`src/rtl/qmem_arb2_pkg.sv`:
```
`default_nettype none
// ---------------------------------------------------------------------------
// qmem_arb2_pkg : shared constants and types for the two-master qmem arbiter
// Rev 1.0
// ---------------------------------------------------------------------------
package qmem_arb2_pkg;

  localparam int PRIO_RR     = 0;
  localparam int PRIO_FIXED  = 1;
  localparam int TMO_CNT_DEF = 50_000;

  typedef enum logic [0:0] {
    ST_IDLE = 1'b0,
    ST_LOCK = 1'b1
  } arb_state_t;

endpackage
`default_nettype wire

```
`src/rtl/qmem_arb2_if.sv`:
```
`default_nettype none
// ---------------------------------------------------------------------------
// qmem_arb2_if : one qmem bus (request, write data, read data, ack/err)
// Rev 1.0
// ---------------------------------------------------------------------------
interface qmem_arb2_if
  import qmem_arb2_pkg::*;
#(
  parameter int QAW = 22,
  parameter int QDW = 32,
  parameter int QSW = QDW / 8
);

  logic [QAW-1:0] adr;
  logic           cs;
  logic           we;
  logic [QSW-1:0] sel;
  logic [QDW-1:0] dat_w;
  logic [QDW-1:0] dat_r;
  logic           ack;
  logic           err;

  modport master (output adr, cs, we, sel, dat_w, input dat_r, ack, err);
  modport slave  (input adr, cs, we, sel, dat_w, output dat_r, ack, err);

endinterface
`default_nettype wire

```
`src/rtl/qmem_arb_tmo.sv`:
```
`default_nettype none
// ---------------------------------------------------------------------------
// qmem_arb_tmo : stall counter, expired on the last permitted stall cycle
// Rev 1.0
// ---------------------------------------------------------------------------
module qmem_arb_tmo
  import qmem_arb2_pkg::*;
#(
  parameter int          TMO_W   = 16,
  parameter int unsigned TMO_CNT = TMO_CNT_DEF
) (
  input  wire logic clk,
  input  wire logic rst_n,
  input  wire logic i_clr,
  input  wire logic i_inc,
  output logic      o_expired
);

  localparam logic [TMO_W-1:0] LAST_CNT = TMO_W'(TMO_CNT - 1);

  logic [TMO_W-1:0] r_cnt;

  always_ff @(posedge clk) begin
    if (!rst_n) begin
      r_cnt <= '0;
    end else if (i_clr) begin
      r_cnt <= '0;
    end else if (i_inc) begin
      r_cnt <= r_cnt + 1'b1;
    end
  end

  assign o_expired = (r_cnt == LAST_CNT);

endmodule
`default_nettype wire

```
`src/rtl/qmem_arb2.sv`:
```
`default_nettype none
// ---------------------------------------------------------------------------
// qmem_arb2 : zero-latency two-master arbiter for one qmem slave, with
//             grant lock across stalls and hung-slave timeout. Rev 1.0
// ---------------------------------------------------------------------------
module qmem_arb2
  import qmem_arb2_pkg::*;
#(
  parameter int          QAW       = 22,
  parameter int          QDW       = 32,
  parameter int          QSW       = QDW / 8,
  parameter int          PRIO_MODE = PRIO_RR,
  parameter int          TMO_W     = 16,
  parameter int unsigned TMO_CNT   = TMO_CNT_DEF
) (
  input  wire logic       clk,
  input  wire logic       rst_n,
  qmem_arb2_if.slave      m0,
  qmem_arb2_if.slave      m1,
  qmem_arb2_if.master     s,
  output logic [1:0]      gnt
);

  arb_state_t     r_state;
  arb_state_t     w_state_nxt;
  logic           r_owner;
  logic           w_owner_nxt;
  logic           r_last;
  logic           w_last_nxt;

  logic           w_pick_vld;
  logic           w_pick;
  logic           w_s_cs;
  logic [QAW-1:0] w_adr;
  logic           w_we;
  logic [QSW-1:0] w_sel;
  logic [QDW-1:0] w_dat_w;
  logic           w_expired;
  logic           w_timeout;
  logic           w_err;
  logic           w_done;
  logic           w_stall;

  always_ff @(posedge clk) begin
    if (!rst_n) begin
      r_state <= ST_IDLE;
      r_owner <= 1'b0;
      r_last  <= 1'b1;
    end else begin
      r_state <= w_state_nxt;
      r_owner <= w_owner_nxt;
      r_last  <= w_last_nxt;
    end
  end

  // Owner dropping cs while locked just releases the lock; last is untouched.
  always_comb begin
    w_state_nxt = r_state;
    w_owner_nxt = r_owner;
    w_last_nxt  = r_last;
    if (w_s_cs) begin
      if (w_done) begin
        w_state_nxt = ST_IDLE;
        w_last_nxt  = w_pick;
      end else begin
        w_state_nxt = ST_LOCK;
        w_owner_nxt = w_pick;
      end
    end else if (r_state == ST_LOCK) begin
      w_state_nxt = ST_IDLE;
    end
  end

  always_comb begin
    w_pick_vld = 1'b0;
    w_pick     = 1'b0;
    if (r_state == ST_LOCK) begin
      w_pick_vld = 1'b1;
      w_pick     = r_owner;
    end else if (m0.cs && m1.cs) begin
      w_pick_vld = 1'b1;
      w_pick     = (PRIO_MODE == PRIO_FIXED) ? 1'b0 : ~r_last;
    end else if (m0.cs || m1.cs) begin
      w_pick_vld = 1'b1;
      w_pick     = m1.cs;
    end
    w_s_cs    = w_pick_vld & (w_pick ? m1.cs : m0.cs);
    w_adr     = w_pick ? m1.adr   : m0.adr;
    w_we      = w_pick ? m1.we    : m0.we;
    w_sel     = w_pick ? m1.sel   : m0.sel;
    w_dat_w   = w_pick ? m1.dat_w : m0.dat_w;
    w_timeout = (r_state == ST_LOCK) & w_s_cs & w_expired & ~s.ack;
    w_err     = s.err | w_timeout;
    w_done    = s.ack | w_err;
    w_stall   = w_s_cs & ~w_done;
    gnt       = w_s_cs ? (w_pick ? 2'b10 : 2'b01) : 2'b00;
  end

  qmem_arb_tmo #(
    .TMO_W   (TMO_W),
    .TMO_CNT (TMO_CNT)
  ) u_tmo (
    .clk       (clk),
    .rst_n     (rst_n),
    .i_clr     (~w_stall),
    .i_inc     (w_stall),
    .o_expired (w_expired)
  );

  assign s.cs    = w_s_cs;
  assign s.adr   = w_adr;
  assign s.we    = w_we;
  assign s.sel   = w_sel;
  assign s.dat_w = w_dat_w;

  assign m0.ack   = w_s_cs & ~w_pick & s.ack;
  assign m0.err   = w_s_cs & ~w_pick & w_err;
  assign m1.ack   = w_s_cs &  w_pick & s.ack;
  assign m1.err   = w_s_cs &  w_pick & w_err;
  assign m0.dat_r = s.dat_r;
  assign m1.dat_r = s.dat_r;

endmodule
`default_nettype wire

```
`src/flat_wrapper.sv`:
```
// flat-port wrapper written by rule: the top's interface ports become plain ports
module qmem_arb2_flat import qmem_arb2_pkg::*;
#(
  parameter int          QAW       = 22,
  parameter int          QDW       = 32,
  parameter int          QSW       = QDW / 8,
  parameter int          PRIO_MODE = PRIO_RR,
  parameter int          TMO_W     = 16,
  parameter int unsigned TMO_CNT   = TMO_CNT_DEF
)
  (clk, rst_n, gnt, m0_adr, m0_cs, m0_we, m0_sel, m0_dat_w, m0_dat_r, m0_ack, m0_err, m1_adr, m1_cs, m1_we, m1_sel, m1_dat_w, m1_dat_r, m1_ack, m1_err, s_adr, s_cs, s_we, s_sel, s_dat_w, s_dat_r, s_ack, s_err);
  qmem_arb2_if #(.QAW(QAW), .QDW(QDW), .QSW(QSW)) m0_i ();
  qmem_arb2_if #(.QAW(QAW), .QDW(QDW), .QSW(QSW)) m1_i ();
  qmem_arb2_if #(.QAW(QAW), .QDW(QDW), .QSW(QSW)) s_i ();
  input  wire logic clk;
  input  wire logic rst_n;
  output logic [1:0] gnt;
  input wire logic [$bits(m0_i.adr)-1:0] m0_adr;
  input wire logic [$bits(m0_i.cs)-1:0] m0_cs;
  input wire logic [$bits(m0_i.we)-1:0] m0_we;
  input wire logic [$bits(m0_i.sel)-1:0] m0_sel;
  input wire logic [$bits(m0_i.dat_w)-1:0] m0_dat_w;
  output wire logic [$bits(m0_i.dat_r)-1:0] m0_dat_r;
  output wire logic [$bits(m0_i.ack)-1:0] m0_ack;
  output wire logic [$bits(m0_i.err)-1:0] m0_err;
  input wire logic [$bits(m1_i.adr)-1:0] m1_adr;
  input wire logic [$bits(m1_i.cs)-1:0] m1_cs;
  input wire logic [$bits(m1_i.we)-1:0] m1_we;
  input wire logic [$bits(m1_i.sel)-1:0] m1_sel;
  input wire logic [$bits(m1_i.dat_w)-1:0] m1_dat_w;
  output wire logic [$bits(m1_i.dat_r)-1:0] m1_dat_r;
  output wire logic [$bits(m1_i.ack)-1:0] m1_ack;
  output wire logic [$bits(m1_i.err)-1:0] m1_err;
  output wire logic [$bits(s_i.adr)-1:0] s_adr;
  output wire logic [$bits(s_i.cs)-1:0] s_cs;
  output wire logic [$bits(s_i.we)-1:0] s_we;
  output wire logic [$bits(s_i.sel)-1:0] s_sel;
  output wire logic [$bits(s_i.dat_w)-1:0] s_dat_w;
  input wire logic [$bits(s_i.dat_r)-1:0] s_dat_r;
  input wire logic [$bits(s_i.ack)-1:0] s_ack;
  input wire logic [$bits(s_i.err)-1:0] s_err;
  assign m0_i.adr = m0_adr;
  assign m0_i.cs = m0_cs;
  assign m0_i.we = m0_we;
  assign m0_i.sel = m0_sel;
  assign m0_i.dat_w = m0_dat_w;
  assign m0_dat_r = m0_i.dat_r;
  assign m0_ack = m0_i.ack;
  assign m0_err = m0_i.err;
  assign m1_i.adr = m1_adr;
  assign m1_i.cs = m1_cs;
  assign m1_i.we = m1_we;
  assign m1_i.sel = m1_sel;
  assign m1_i.dat_w = m1_dat_w;
  assign m1_dat_r = m1_i.dat_r;
  assign m1_ack = m1_i.ack;
  assign m1_err = m1_i.err;
  assign s_adr = s_i.adr;
  assign s_cs = s_i.cs;
  assign s_we = s_i.we;
  assign s_sel = s_i.sel;
  assign s_dat_w = s_i.dat_w;
  assign s_i.dat_r = s_dat_r;
  assign s_i.ack = s_ack;
  assign s_i.err = s_err;
  qmem_arb2 #(.QAW(QAW), .QDW(QDW), .QSW(QSW), .PRIO_MODE(PRIO_MODE), .TMO_W(TMO_W), .TMO_CNT(TMO_CNT)) u_core (.clk(clk), .rst_n(rst_n), .m0(m0_i), .m1(m1_i), .s(s_i), .gnt(gnt));
endmodule
```
`config.mk`:
```
export PLATFORM = sky130hd
export DESIGN_NAME = qmem_arb2_flat
export DESIGN_NICKNAME = d
export VERILOG_FILES = /design/src/rtl/qmem_arb2_pkg.sv /design/src/rtl/qmem_arb2_if.sv /design/src/rtl/qmem_arb_tmo.sv /design/src/rtl/qmem_arb2.sv /design/src/flat_wrapper.sv
export SDC_FILE = /design/constraint.sdc
export NUM_CORES = 1
export LEC_CHECK = 0
export ABC_CLOCK_PERIOD_IN_PS = 3600
export BUFFER_PORTS_ARGS = -buffer_cell sky130_fd_sc_hd__buf_2
export CAP_MARGIN = 15
export CELL_PAD_IN_SITES_DETAIL_PLACEMENT = 1
export CELL_PAD_IN_SITES_GLOBAL_PLACEMENT = 1
export CORE_AREA = 3 3 109 111
export CTS_CLUSTER_SIZE = 12
export DETAILED_ROUTE_END_ITERATION = 12
export DIE_AREA = 0 0 112 114
export GPL_TIMING_DRIVEN = 0
export HOLD_SLACK_MARGIN = 0.12
export PLACE_DENSITY_LB_ADDON = 0.1
export SYNTH_ARGS = -nofsm -noshare
export SYNTH_HDL_FRONTEND = slang
export SYNTH_SLANG_ARGS = --single-unit
```
`constraint.sdc`:
```
create_clock -name clk -period 3.6 [get_ports clk]
set_input_delay 0.36 -clock clk [delete_from_list [all_inputs] [get_ports clk]]
set_output_delay 0.36 -clock clk [all_outputs]
set_load 0.01 [all_outputs]
```
Yosys cells after proc, flatten, opt, wreduce, memory -nomap -nowiden
Index checks and enable logic that the tools add are counted.
{"block": "word_totals", "regBits": 19, "latchBits": 0, "mem_bits_rw": 0, "rom_bits": 0, "input_bits": 156, "output_inout_bits": 130, "wordCells": 43, "memories": 0}
{"block": "classes", "n_addsub": 1, "mul": 0, "div_mod_pow": 0, "n_lt_le_gt_ge": 0, "eq_ne": 1, "n_shift": 0, "mux": 14, "bitwise": 17, "n_reduce_logical": 6}
{"operator": "$mux W32", "n": 1}
{"operator": "$mux W22", "n": 1}
{"operator": "$add A16 B1 Y16 const B", "n": 1}
{"operator": "$eq A16 B16 Y1 const B", "n": 1}
{"operator": "$and A1 B1 Y1", "n": 11}
{"operator": "$mux W1", "n": 9}
{"operator": "$reduce_and A2 Y1", "n": 4}
{"operator": "$mux W2", "n": 2}
{"operator": "$mux W4", "n": 1}
{"operator": "$not A1 Y1", "n": 4}
{"operator": "$or A1 B1 Y1", "n": 2}
{"operator": "$logic_and A1 B1 Y1", "n": 1}
{"operator": "$logic_or A1 B1 Y1", "n": 1}

Longest topological paths before layout
{"block": "logic_depth", "word_depth": 14, "ltp_mapped": 6, "depth_no_buf": 5}

By module
From an unflattened synthesis, not the netlist that was laid out.
{"block": "unflattened", "cells_unflattened": 255, "hier_area_um2": 2302.2}
{"mod": "qmem_arb2", "n_inst": 1, "cells_each": 163, "area_each_um2": 1512.7, "seq_area_each_um2": 60.1}
{"mod": "qmem_arb_tmo", "n_inst": 1, "cells_each": 92, "area_each_um2": 789.5, "seq_area_each_um2": 320.3}

Worst setup path before layout
No wires, ideal clock.
{"block": "synth_timing", "path_kind": "register to output", "startpoint": "reg u_core.u_tmo.r_cnt[0]", "endpoint": "out m0_err", "t_arrival_ps": 1795, "required_time_ps": 3240, "setup_slack_ps": 1445, "stages_incl_launch_ff": 7, "path_buffers": 1, "cell_sequence": "dfxtp_1 -> ha_1 -> nand3_1 -> or3_1 -> o41ai_2 -> buf_4 -> and2_1"}
{"block": "synth_via", "elab_chain_len": 5}
{"item": "start: declaration", "line_no": "qmem_arb_tmo.sv:21", "source": "logic [TMO_W-1:0] r_cnt;"}
{"item": "start signal: assignment", "line_no": "qmem_arb_tmo.sv:29", "source": "r_cnt <= r_cnt + 1'b1;"}
{"item": "$eq A16 B16 Y1", "line_no": "qmem_arb_tmo.sv:33", "source": "assign o_expired = (r_cnt == LAST_CNT);"}
{"item": "$and A1 B1 Y1 (2 in series)", "line_no": "qmem_arb2.sv:92", "source": "w_timeout = (r_state == ST_LOCK) & w_s_cs & w_expired & ~s.ack;"}
{"item": "$or A1 B1 Y1", "line_no": "qmem_arb2.sv:93", "source": "w_err = s.err | w_timeout;"}
{"item": "$and A1 B1 Y1", "line_no": "qmem_arb2.sv:117", "source": "assign m0.err = w_s_cs & ~w_pick & w_err;"}
{"item": "end: declaration", "line_no": "flat_wrapper.sv:25", "source": "output wire logic [$bits(m0_i.err)-1:0] m0_err;"}
Every way passes these cells.

Worst setup path after layout
{"block": "layout_timing", "startpoint": "reg u_core.u_tmo.r_cnt[0]", "endpoint": "out m1_err"}
{"block": "layout_via", "elab_chain_len": 5}
{"item": "$eq A16 B16 Y1", "line_no": "qmem_arb_tmo.sv:33"}
{"item": "$and A1 B1 Y1 (2 in series)", "line_no": "qmem_arb2.sv:92"}
{"item": "$or A1 B1 Y1", "line_no": "qmem_arb2.sv:93"}
{"item": "$and A1 B1 Y1", "line_no": "qmem_arb2.sv:119", "source": "assign m1.err = w_s_cs & w_pick & w_err;"}
{"item": "end: declaration", "line_no": "flat_wrapper.sv:33", "source": "output wire logic [$bits(m1_i.err)-1:0] m1_err;"}
Every way passes these cells.

==> summary.md <==
| Metric | Value |
|---|---|
| Yosys cell types | `32` |
| Class of the worst hold path | `in2reg` |
| Commonest non-fill, non-tap cell in the layout | `buf_2` |
| Postcts setup bufs | `0` |
| Drt total wl | `10800 um` |
| Core area | `10900 um^2` |
| I/O Buffers | `253` |
| Via density per instance | `4.20` |
| Status | `finished, final reports clean` |
| DRT Pass-1 Iters | `4` |
| Final Hold Fails | `0` |
| CP max FO | `10` |
| TNS Setup | `0 ns` |
| Synth Warn # | `0` |
| Endpoint class of the critical path | `output port` |
| Routed wl met2 | `5470 um` |
| Clk buf depth | `2` |
| Met1 wire length | `3830 um` |
| Die width | `112 um` |
| Clk_skew | `0.00227 ns` |
| First-pass GRT wire length | `15600 um` |
| Vias | `2714` |
| Resized Gates After CTS | `0` |
| Most frequent cells in the layout | `buf_2, buf_4, mux2_2, nor3_1, dfxtp_1` |
| Post-synthesis instance total | `249` |
| PwrDens | `217 nW/um^2` |
| GRT Util Overall | `15.5%` |
| # rows | `38` |
| DR iter-0 viols | `54` |
| Worst endpoint required time | `3.24 ns` |
| Final #Nets | `664` |
| Final min period | `2.79 ns` |
| Arrival @ worst endpoint | `2.43 ns` |
| Synthesized area | `2170 um^2` |
| Post-layout util | `33.6%` |
| Final global-route overflow total | `0` |
| CTS clk-pin slew, worst paths | `0.08 ns` |
| CTS Sinks | `19` |
| Setup Crit Path Kind | `reg2out` |
| Relative slew slack | `62.9%` |
| Top FF cell, synth | `dfxtp_1` |
| Post-Syn Nets | `406` |
| # IOs | `286` |
| Seq cells post-synth | `19` |
| Initial core utilization | `19.9%` |
| Synth-to-layout area growth | `68.6%` |
| Ant. Diodes | `0` |
| WHS | `0.312 ns` |
| Worst-Skew Late Latency | `0.26 ns` |
| Met3 wire len | `1340 um` |
| Vias in the first global route | `2864` |
| Avg Cell Area, Syn | `8.71 um^2` |
| LEAKAGE | `1.88 nW` |
| Crit path launch type | `flop` |
| Final setup vio count | `0` |
| Layout cells sized above 1 | `76.3%` |
| Post-DP HPWL | `9770 um` |
| Largest net degree at the start of global routing | `12` |
| Post-synth EDFFs | `0` |
| Post-CTS Hold Fix Bufs | `0` |
| CTS tree | `yes` |
| WL per Instance | `16.8 um` |
| Fmax | `0.358 GHz` |
| Slew Viols, Final | `0` |
| Num CTS Buffers | `3` |
| Die height | `114 um` |
| Seq/Total Area, Yosys | `17.5%` |
| Worst Tran Pin Value | `0.556 ns` |
| H-Tree Depth | `1` |
| Top Layer Used | `met4` |
| CTS root buf | `clkbuf_8` |
| Peak VDD IR | `0.107 mV` |
| RSZ-0062 raised after global routing | `false` |
| Fraction of registers with async set/reset | `0%` |
| Max Cap Viol | `0` |
| Antenna viol nets, final | `0` |
| Die area | `12800 um^2` |
| Drc violations | `0` |
| Part of the cycle the worst path needs | `77.5%` |
| Initial antenna violation count | `0` |
| Gp weighted congestion | `0.749` |
synthesized netlist by cell type (5+ instances only):
cell | number | area share, %
xnor2_1 | 9 | 3.6
clkbuf_1 | 7 | 1.2
dfxtp_1 | 19 | 18
inv_1 | 6 | 1.0
nor3_1 | 20 | 4.6
buf_4 | 65 | 22
mux2_2 | 59 | 31
nand4_1 | 5 | 1.4
nor2_1 | 7 | 1.2
nand2_1 | 9 | 1.6
report_power, final:
part	internal, mW	total (mW)	switching (mW)
Clock	0.0772	0.157	0.0797
Combinational	0.231	0.420	0.189
Sequential	0.213	0.216	0.00351
area by class of cell:
class                           instances  area [um^2]
Buffer                                 75          529
Clock buffer                            3         41.3
Clock inverter                          1         5.00
Fill cell                            1400         7230
Inverter                                6         22.5
Multi-Input combinational cell        149         1240
Sequential cell                        19          380
Tap cell                              140          175
Timing Repair Buffer                  253         1270
worst paths after layout:
| path | cells after the start | slack, ns | start | endpoint |
|---|---|---|---|---|
| setup reg to reg | 6 | 1.44 | u_core.u_tmo.r_cnt[0]$_SDFF_PN0_ | u_core.u_tmo.r_cnt[3]$_SDFF_PN0_ |
| hold reg to reg | 2 | 0.50 | u_core.u_tmo.r_cnt[15]$_SDFF_PN0_ | u_core.u_tmo.r_cnt[15]$_SDFF_PN0_ |
| setup / recovery | 7 | 0.81 | u_core.u_tmo.r_cnt[0]$_SDFF_PN0_ | m1_err |
| hold / removal | 2 | 0.31 | rst_n | u_core.r_last$_SDFFE_PN1P_ |
sequential cells by signal, summed over array words and instances, names as in the netlist:
signal,cells
u_core.r_last,1
u_core.r_owner,1
u_core.u_tmo.r_cnt,16
u_core.r_state,1
stage by stage:
| stage | instances | area, um^2 | worst slack (ns) | power, mW |
|---|---|---|---|---|
| 6_report | 646 | 3660 | 0.809 | 0.793 |
| 5_1_grt | 646 | 3660 | 0.560 | 0.847 |
| 4_1_cts | 646 | 3660 | 0.732 | 0.807 |
| 3_5_place_dp | 642 | 3610 | 1.02 | 0.647 |
| 3_3_place_gp | 642 | 3610 | 1.03 | 0.644 |
| 2_1_floorplan | 249 | 2170 | 1.45 | 0.447 |
cells by family (layout without fill, tap and decap cells):
| group | Yosys count | after routing | share of synthesized area [%] |
|---|---|---|---|
| flops | 19 | 19 | 17.5 |
| xor+xnor | 13 | 13 | 5.25 |
| fa+ha+maj | 1 | 1 | 0.577 |
| simple gates | 62 | 62 | 15.6 |
| mux | 59 | 59 | 30.6 |
| buf+inv | 81 | 338 | 25.4 |
| compound gates | 14 | 14 | 4.96 |
worst max-delay path: stages, from the launching register on:
cell,delay [ns]
dfxtp_1,0.40
ha_1,0.20
nand3_1,0.32
or3_1,0.51
o41ai_2,0.24
buf_4,0.24
and2_1,0.14
buf_2,0.12
per-layer routing:
metal	vias to the layer above	global-route usage, %
li1	1332	-
met1	1194	16.9
met2	176	28.3
met3	12	6.53
met4	0	3.29
met5	-	0
Note: power is estimated with default switching activity, not from simulation.
